<file path="config.mk">
export PLATFORM = sky130hd
export DESIGN_NAME = arb2_rr_port
export DESIGN_NICKNAME = d
export VERILOG_FILES = /design/src/rtl/arb_pkg.sv /design/src/rtl/mux2_1_VAR.sv /design/src/rtl/arb2_rr_port.sv
export SDC_FILE = /design/constraint.sdc
export NUM_CORES = 1
export LEC_CHECK = 0
export ABC_CLOCK_PERIOD_IN_PS = 2200
export CORE_AREA = 2 2 81 83
export CTS_CLUSTER_DIAMETER = 40
export DETAILED_ROUTE_END_ITERATION = 8
export DIE_AREA = 0 0 83 85
export GPL_TIMING_DRIVEN = 0
export HOLD_SLACK_MARGIN = 0.1
export PLACE_DENSITY = 0.77
export SYNTH_ARGS = -nofsm -noshare
export SYNTH_HDL_FRONTEND = slang
export SYNTH_SLANG_ARGS = --single-unit
</file>
<file path="constraint.sdc">
create_clock -name clk -period 2.2 [get_ports clk]
set_clock_uncertainty 0.2 [all_clocks]
set_input_delay 0.66 -clock clk [delete_from_list [all_inputs] [get_ports clk]]
set_output_delay 0.66 -clock clk [all_outputs]
set_load 0.01 [all_outputs]
</file>
<file path="src/rtl/arb_pkg.sv">
// Shared types and helpers for the two-requester round-robin port arbiter.
//
// Contents:
//   arb_state_t - arbitration FSM state (idle, or owned by requester 0 / 1)
//   cnt_width() - width of the per-grant beat counter for a given beat limit
package arb_pkg;

    typedef enum logic [1:0] {
        IDLE = 2'd0,
        OWN0 = 2'd1,
        OWN1 = 2'd2
    } arb_state_t;

    // The counter only has to reach max_beats-1, so $clog2(max_beats) bits
    // are enough and it can never wrap.
    function automatic int cnt_width(input int max_beats);
        return $clog2(max_beats);
    endfunction

endpackage : arb_pkg

</file>
<file path="src/rtl/mux2_1_VAR.sv">
// Generic WIDTH-bit 2:1 multiplexer.
//
// Ports:
//   sel - select; 0 passes a, 1 passes b
//   a   - input 0
//   b   - input 1
//   y   - selected output
module mux2_1_VAR #(
    parameter int WIDTH = 1
) (
    input  logic             sel,
    input  logic [WIDTH-1:0] a,
    input  logic [WIDTH-1:0] b,
    output logic [WIDTH-1:0] y
);

    assign y = sel ? b : a;

endmodule : mux2_1_VAR

</file>
<file path="src/rtl/arb2_rr_port.sv">
// Two-requester round-robin arbiter for one shared WIDTH-bit port.
// Ownership is granted one cycle after a request is seen in IDLE and held
// across a burst until the owner's last beat is accepted or MAX_BEATS beats
// have been accepted; every grant is followed by at least one IDLE cycle.
//
// Ports:
//   clk, reset          - clock, synchronous active-high reset
//   req/last/data 0,1   - requester beat valid, end-of-burst, payload
//   gnt0, gnt1          - requester currently owns the port
//   ack0, ack1          - requester beat accepted this cycle
//   out_valid/last/data - shared port beat towards the consumer
//   out_ready           - consumer accepts the beat
//   owner               - index of the current owner (valid when granted)
module arb2_rr_port
    import arb_pkg::*;
#(
    parameter int WIDTH     = 64,
    parameter int MAX_BEATS = 4
) (
    input  logic             clk,
    input  logic             reset,
    input  logic             req0,
    input  logic             last0,
    input  logic [WIDTH-1:0] data0,
    input  logic             req1,
    input  logic             last1,
    input  logic [WIDTH-1:0] data1,
    output logic             gnt0,
    output logic             gnt1,
    output logic             ack0,
    output logic             ack1,
    output logic             out_valid,
    output logic             out_last,
    output logic [WIDTH-1:0] out_data,
    input  logic             out_ready,
    output logic             owner
);

    localparam int CW = cnt_width(MAX_BEATS);
    localparam logic [CW-1:0] LAST_CNT = CW'(MAX_BEATS - 1);

    arb_state_t    state, state_n;
    logic          prio, prio_n;
    logic [CW-1:0] beat_cnt, beat_cnt_n;
    logic          sel_last;
    logic          busy;
    logic          accept;

    // Data path: both the payload and the last flag follow the owner.
    mux2_1_VAR #(.WIDTH(WIDTH)) u_data_mux (
        .sel (owner),
        .a   (data0),
        .b   (data1),
        .y   (out_data)
    );

    mux2_1_VAR #(.WIDTH(1)) u_last_mux (
        .sel (owner),
        .a   (last0),
        .b   (last1),
        .y   (sel_last)
    );

    // NOTE: sequential state uses non-blocking assignments so every register
    // samples the pre-edge values, independent of statement order.
    always_ff @(posedge clk) begin
        if (reset) begin
            state    <= IDLE;
            prio     <= 1'b0;
            beat_cnt <= '0;
        end else begin
            state    <= state_n;
            prio     <= prio_n;
            beat_cnt <= beat_cnt_n;
        end
    end

    assign busy      = (state == OWN0) || (state == OWN1);
    assign out_last  = busy & sel_last;
    assign out_valid = (state == OWN0) ? req0 :
                       (state == OWN1) ? req1 : 1'b0;
    assign accept    = out_valid & out_ready;

    always_comb begin
        // NOTE: every combinational output gets a default first, so no path
        // through the case below can leave one unassigned and infer a latch.
        state_n    = state;
        prio_n     = prio;
        beat_cnt_n = beat_cnt;
        owner      = 1'b0;
        gnt0       = 1'b0;
        gnt1       = 1'b0;
        ack0       = 1'b0;
        ack1       = 1'b0;

        case (state)
            IDLE: begin
                if (req0 && req1) begin
                    state_n = prio ? OWN1 : OWN0;
                end else if (req0) begin
                    state_n = OWN0;
                end else if (req1) begin
                    state_n = OWN1;
                end
            end

            OWN0, OWN1: begin
                owner = (state == OWN1);
                gnt0  = (state == OWN0);
                gnt1  = (state == OWN1);
                ack0  = gnt0 & accept;
                ack1  = gnt1 & accept;
                // A bubble (owner req low) leaves both state and count alone.
                if (accept) begin
                    if (sel_last || beat_cnt == LAST_CNT) begin
                        state_n    = IDLE;
                        prio_n     = ~owner;
                        beat_cnt_n = '0;
                    end else begin
                        beat_cnt_n = beat_cnt + CW'(1);
                    end
                end
            end

            default: begin
                state_n = IDLE;
            end
        endcase
    end

endmodule : arb2_rr_port

</file>
==> flow_metrics.tcl <==
set metrics [dict create \
    outcome "finished, violations left" \
    violations "negative setup slack" \
    hold_buffers 0 \
    grt_pass1_vias 1866 \
    path_clk_slew_ns 0.04 \
    synth_compound_area_share_pct 4.185 \
    wl_um 6889 \
    relSlewSlack_pct 85.60 \
    leakage_nw 1.829 \
    diodes 0 \
    num_vias 1866 \
    grt_pass1_wl_um 9604 \
    viasPerCell 4.370 \
    io_pins 206 \
    muxShareOfSynthArea_pct 67.40 \
    endpoint_kind "primary output" \
    drtAntennaViolNets 0 \
    ctsHtreeMaxLevel 1 \
    syn_area_mm2 0.001136 \
    period_share_pct 116.2 \
    rsz0062_at_grt "true" \
    cap_viol_max_count 0 \
    grt_use_total_pct 16.56 \
    placementRows 29 \
    hp-class "reg -> reg" \
    slowest_delay_ns 0.33 \
    cp_slowest_cell "dfxtp_2" \
    finalHoldViolCount 0 \
    finalMaxSlewViolations 0 \
    max_slew.worst_pin.slew_ns 0.2153 \
    crit_fanout 5 \
    synth_simple_gate_area_share_pct 10.13 \
    cp-start-kind "flip-flop" \
    cts_root_buf "clkbuf_8" \
    die_y_um 85 \
    synth.ff_latch_count 5 \
    whs_ns 0.2696 \
    arrival_ns 1.70 \
    path_cells "inv_2, ha_4, buf_8, buf_12, buf_8, buf_6, mux2_4, buf_6" \
    die_x_um 83 \
    grt_max_degree 11 \
    cts_sinks 5 \
    drive_gt1_share_pct 51.14 \
    cts_tree "yes" \
    path_buf_inv 6 \
    clkLatencyLatePin_ns 0.22 \
    start_util_pct 18.31 \
    place_inst 399 \
    drcViolationCount 0 \
    io_buffers 205 \
    antenna_found_initial 0 \
    cp.required_ns 1.34 \
    criticalPathCategory "reg -> out" \
    synthDistinctLibCells 22 \
    nNetsFinal 490 \
    synth-adder-area-share_pct 4.405 \
    syn-instance-count 117 \
    power_density_mw_per_mm2 633.7 \
    drt-initial-drc-count 26 \
    overflow 0 \
    synth_top_family_by_area "multiplexers" \
    ys_seq_area_share_pct 8.811 \
    cts_buffer_depth 2 \
    setup_slack_ns -0.3562 \
    syn_to_final_growth_pct 260.8 \
    ir_worst_vdd_v 0.0004155 \
    cts_made_buffers 3 \
    place_congestion 0.7877 \
    synth.net_count 256 \
    firstDrtPassIters 4 \
    crit_family "buffers and inverters" \
    avgSynthCellArea_um2 9.710 \
    synth_xor_xnor_area_share_pct 0 \
    period_minus_slack_ns 2.556 \
    finalSetupViolCount 68 \
    stdcell_count 427 \
    ys_warn_count 0 \
    wire_per_inst_um 16.13 \
    core_area_mm2 0.006205 \
    nFillCells 490 \
    dieArea_mm2 0.007055 \
    max_freq_mhz 391.2 \
    hpwl_um 5005 \
]
-- worst min-delay path, cell delays in order, from the launching register on --
cell and delay (ns):
dfxtp_1 0.30, nand2b_1 0.06, a21oi_1 0.05
-- cells in the final DEF (no fill, tap or decap), types with 4 or more instances in the layout --
| cell | instances |
|---|---|
| buf_12 | 8 |
| buf_4 | 8 |
| buf_6 | 71 |
| buf_8 | 6 |
| clkdlybuf4s50_1 | 128 |
| dlygate4sd2_1 | 9 |
| mux2_4 | 63 |
| nand2_1 | 4 |
-- sequential cells by signal (all words and copies together) (netlist names) --
name      flops
state         2
beat_cnt      2
prio          1
-- cell families after synthesis --
family,count (synthesis)
muxes,68
and+or+nand+nor,22
AOI/OAI and AO/OA,7
adders and majority gates,4
buffers and inverters,11
DFF,5
-- layer usage --
metal  vias up  part of all wire (%)  GRT usage [%]  routed length, um
met4         0                  0.39          2.235                 27
met1       873                    38          19.53               2597
met2        93                    56          31.74               3855
li1        896                     -              -                  -
met3         4                   5.9          3.113                408
met5         -                     0              0                  0
-- synth_stat cells --
master | instances | area, um^2
buf_4 | 2 | 15.01
nor2b_1 | 2 | 12.51
a221o_1 | 1 | 10.01
nand2_1 | 5 | 18.77
and2_1 | 3 | 18.77
nand4b_1 | 1 | 8.760
inv_1 | 2 | 7.510
and3_1 | 1 | 6.260
o21ai_0 | 1 | 5.000
a21boi_1 | 1 | 7.510
nand2b_1 | 3 | 18.77
o21a_1 | 2 | 15.01
mux2_4 | 1 | 15.01
nor3_1 | 1 | 5.000
a21oi_1 | 2 | 10.01
nor2_1 | 3 | 11.26
buf_2 | 7 | 35.03
ha_1 | 4 | 50.05
nand3_1 | 3 | 15.01
mux2_2 | 64 | 720.7
dfxtp_1 | 5 | 100.1
mux2i_1 | 3 | 30.03
-- layout make-up --
cell class / count / area, um^2 / share of cell area (%)
Tap cell: 77 / 96.34 / 2.350
Buffer: 8 / 132.6 / 3.236
Timing Repair Buffer: 230 / 2460 / 60.01
Multi-Input combinational cell: 101 / 1255 / 30.62
Clock buffer: 4 / 45.04 / 1.099
Inverter: 2 / 7.507 / 0.1832
Sequential cell: 5 / 102.6 / 2.503
-- through the flow --
stage | area, um^2 | TNS (ns) | power (mW) | utilization (%) | worst slack (ns)
2_1_floorplan | 1171 | -0.05121 | 0.8717 | - | -0.002561
3_3_place_gp | 3319 | -36.54 | 1.678 | 53.50 | -1.023
3_5_place_dp | 3319 | -38.11 | 1.690 | 53.50 | -1.027
4_1_cts | 3809 | -18.66 | 2.353 | 61.38 | -0.3784
5_1_grt | 4099 | -22.67 | 2.739 | 66.06 | -0.4187
6_report | 4099 | -18.85 | 2.598 | 66.06 | -0.3562
-- repair_timing --
action / in CTS / in global routing
setup endpoints to repair: 71 / 70
gates resized for setup: 383 / 72
cloned: 4 / 3
pin swaps: 4 / 5
setup buffers: 17 / 4
-- worst paths after layout --
kind,start,end,slack (ns),depth (start not counted)
worst min-delay path,beat_cnt[1],beat_cnt[1],0.27,2
worst max-delay path,state[0],out_data[11],-0.36,8
worst max register to register,state[0],state[1],0.16,9
worst min register to register,beat_cnt[1],beat_cnt[1],0.27,2
-- where the power goes --
group / total [mW] / leakage (nW) / switching [mW] / internal (mW)
Combinational: 2.31 / 1.76 / 0.764 / 1.55
Sequential: 0.119 / 0.0414 / 0.0123 / 0.106
Clock: 0.166 / 0.0228 / 0.0419 / 0.124
Total: 2.60 / 1.83 / 0.818 / 1.78
Note: power is estimated with default switching activity, not from simulation.
==> RTL change: new RTL, config.mk and constraints unchanged <==
Reset style: asynchronous (`reset`), changed in one clocked block. Comments in the files are not updated.
--- a/src/rtl/arb2_rr_port.sv
+++ b/src/rtl/arb2_rr_port.sv
@@ -63,7 +63,7 @@
 
     // NOTE: sequential state uses non-blocking assignments so every register
     // samples the pre-edge values, independent of statement order.
-    always_ff @(posedge clk) begin
+    always_ff @(posedge clk or posedge reset) begin
         if (reset) begin
             state    <= IDLE;
             prio     <= 1'b0;
Behaviour: differs if reset is asserted again (counterexample within 4 cycles, from zero or initial values and one cycle with reset high); with reset held inactive, the same outputs for 10 cycles.
==> RTL change against the original RTL <==
Routed wire length increased by 2.1%. Sequential cell count unchanged. Non-clock buffer count down 2. The run still ends with setup timing left. Sequential share of layout area up 0.57 points. Utilization is 0.46 points lower. Largest cell class unchanged. Count of clock-buffer cells in the layout unchanged. Cell count is 1.2% lower. Hold slack improved by 0.025 ns. Synthesized area up 2.1%. Total power is 36% higher. Worst setup slack lost 0.051 ns. Cell area shrank 0.70%. Critical path type unchanged.
==> RTL change: results (changes against the original RTL) <==
[synth]
async_flop_share_pct = 100  ; was 0%
yosysSeqAreaShare_pct = 10.8  ; was 8.81%
post_synth.cell_area_avg_um2 = 10.2  ; was 9.71 um2

[sta]
setup_ws_ns = -0.407  ; was -0.356 ns
fin_hold_ws_ns = 0.295  ; was 0.270 ns
setup_viol = 68  ; unchanged

[drt]
route.met3.wl_um = 416  ; was 408 um
vias = 1809  ; was 1866
drt-initial-drc-count = 31  ; was 26

[placed_design]
hpwl_um = 5090  ; was 5010 um

[power]
pwr-share-clk_pct = 4.9  ; was 6.4%
leakagePower_uw = 0.00186  ; was 0.00183 uW
total_power_uw = 3540  ; was 2600 uW

[run_status]
violations = setup timing  ; unchanged
status = complete, but fails checks  ; unchanged

[final_layout]
drive_gt1_share_pct = 50.7  ; was 51.1%
nets = 485  ; was 490
nFillCells = 491  ; was 490
instances_no_fill = 422  ; was 427

[global_route]
use_met3_pct = 3.60  ; was 3.11%
grt_pass1_vias = 2085  ; was 1866
use_met1_pct = 21.5  ; was 19.5%
grt_max_degree = 9  ; was 11

[critical_path]
critical_path.endpoint = out_data[8]  ; was out_data[11]
cpPeakStageDelay_ns = 0.39  ; was 0.33 ns

-- RTL change: changes by cell type after synthesis, moves of 3 or more --
cell	before	now
inv_1	2	6
buf_2	7	3
nand2b_1	3	0
buf_4	2	6
dfxtp_1	5	0
dfrtp_1	0	5
-- RTL change: area by class of cell --
class	count	share of cell area, %
multi-input cells	94	30.1
well taps	77	2.37
flip-flops and latches	5	3.07
clock buffers	4	1.11
repair buffers	227	59.6
inverters	6	0.553
plain buffers	9	3.26
-- RTL change: what timing repair did --
| item | CTS | global route |
|---|---|---|
| setup endpoints to repair | 71 | 69 |
| setup buffers | 20 | 1 |
| resized for setup | 445 | 4 |
| pin swaps | 3 | 3 |
| gates cloned | 7 | 0 |
-- RTL change: logic make-up after synthesis --
family,share of synthesized area (%)
compound gates,6.04
flops,10.8
fa+ha+maj,4.32
simple gates,7.01
buf+inv,7.12
mux,64.7
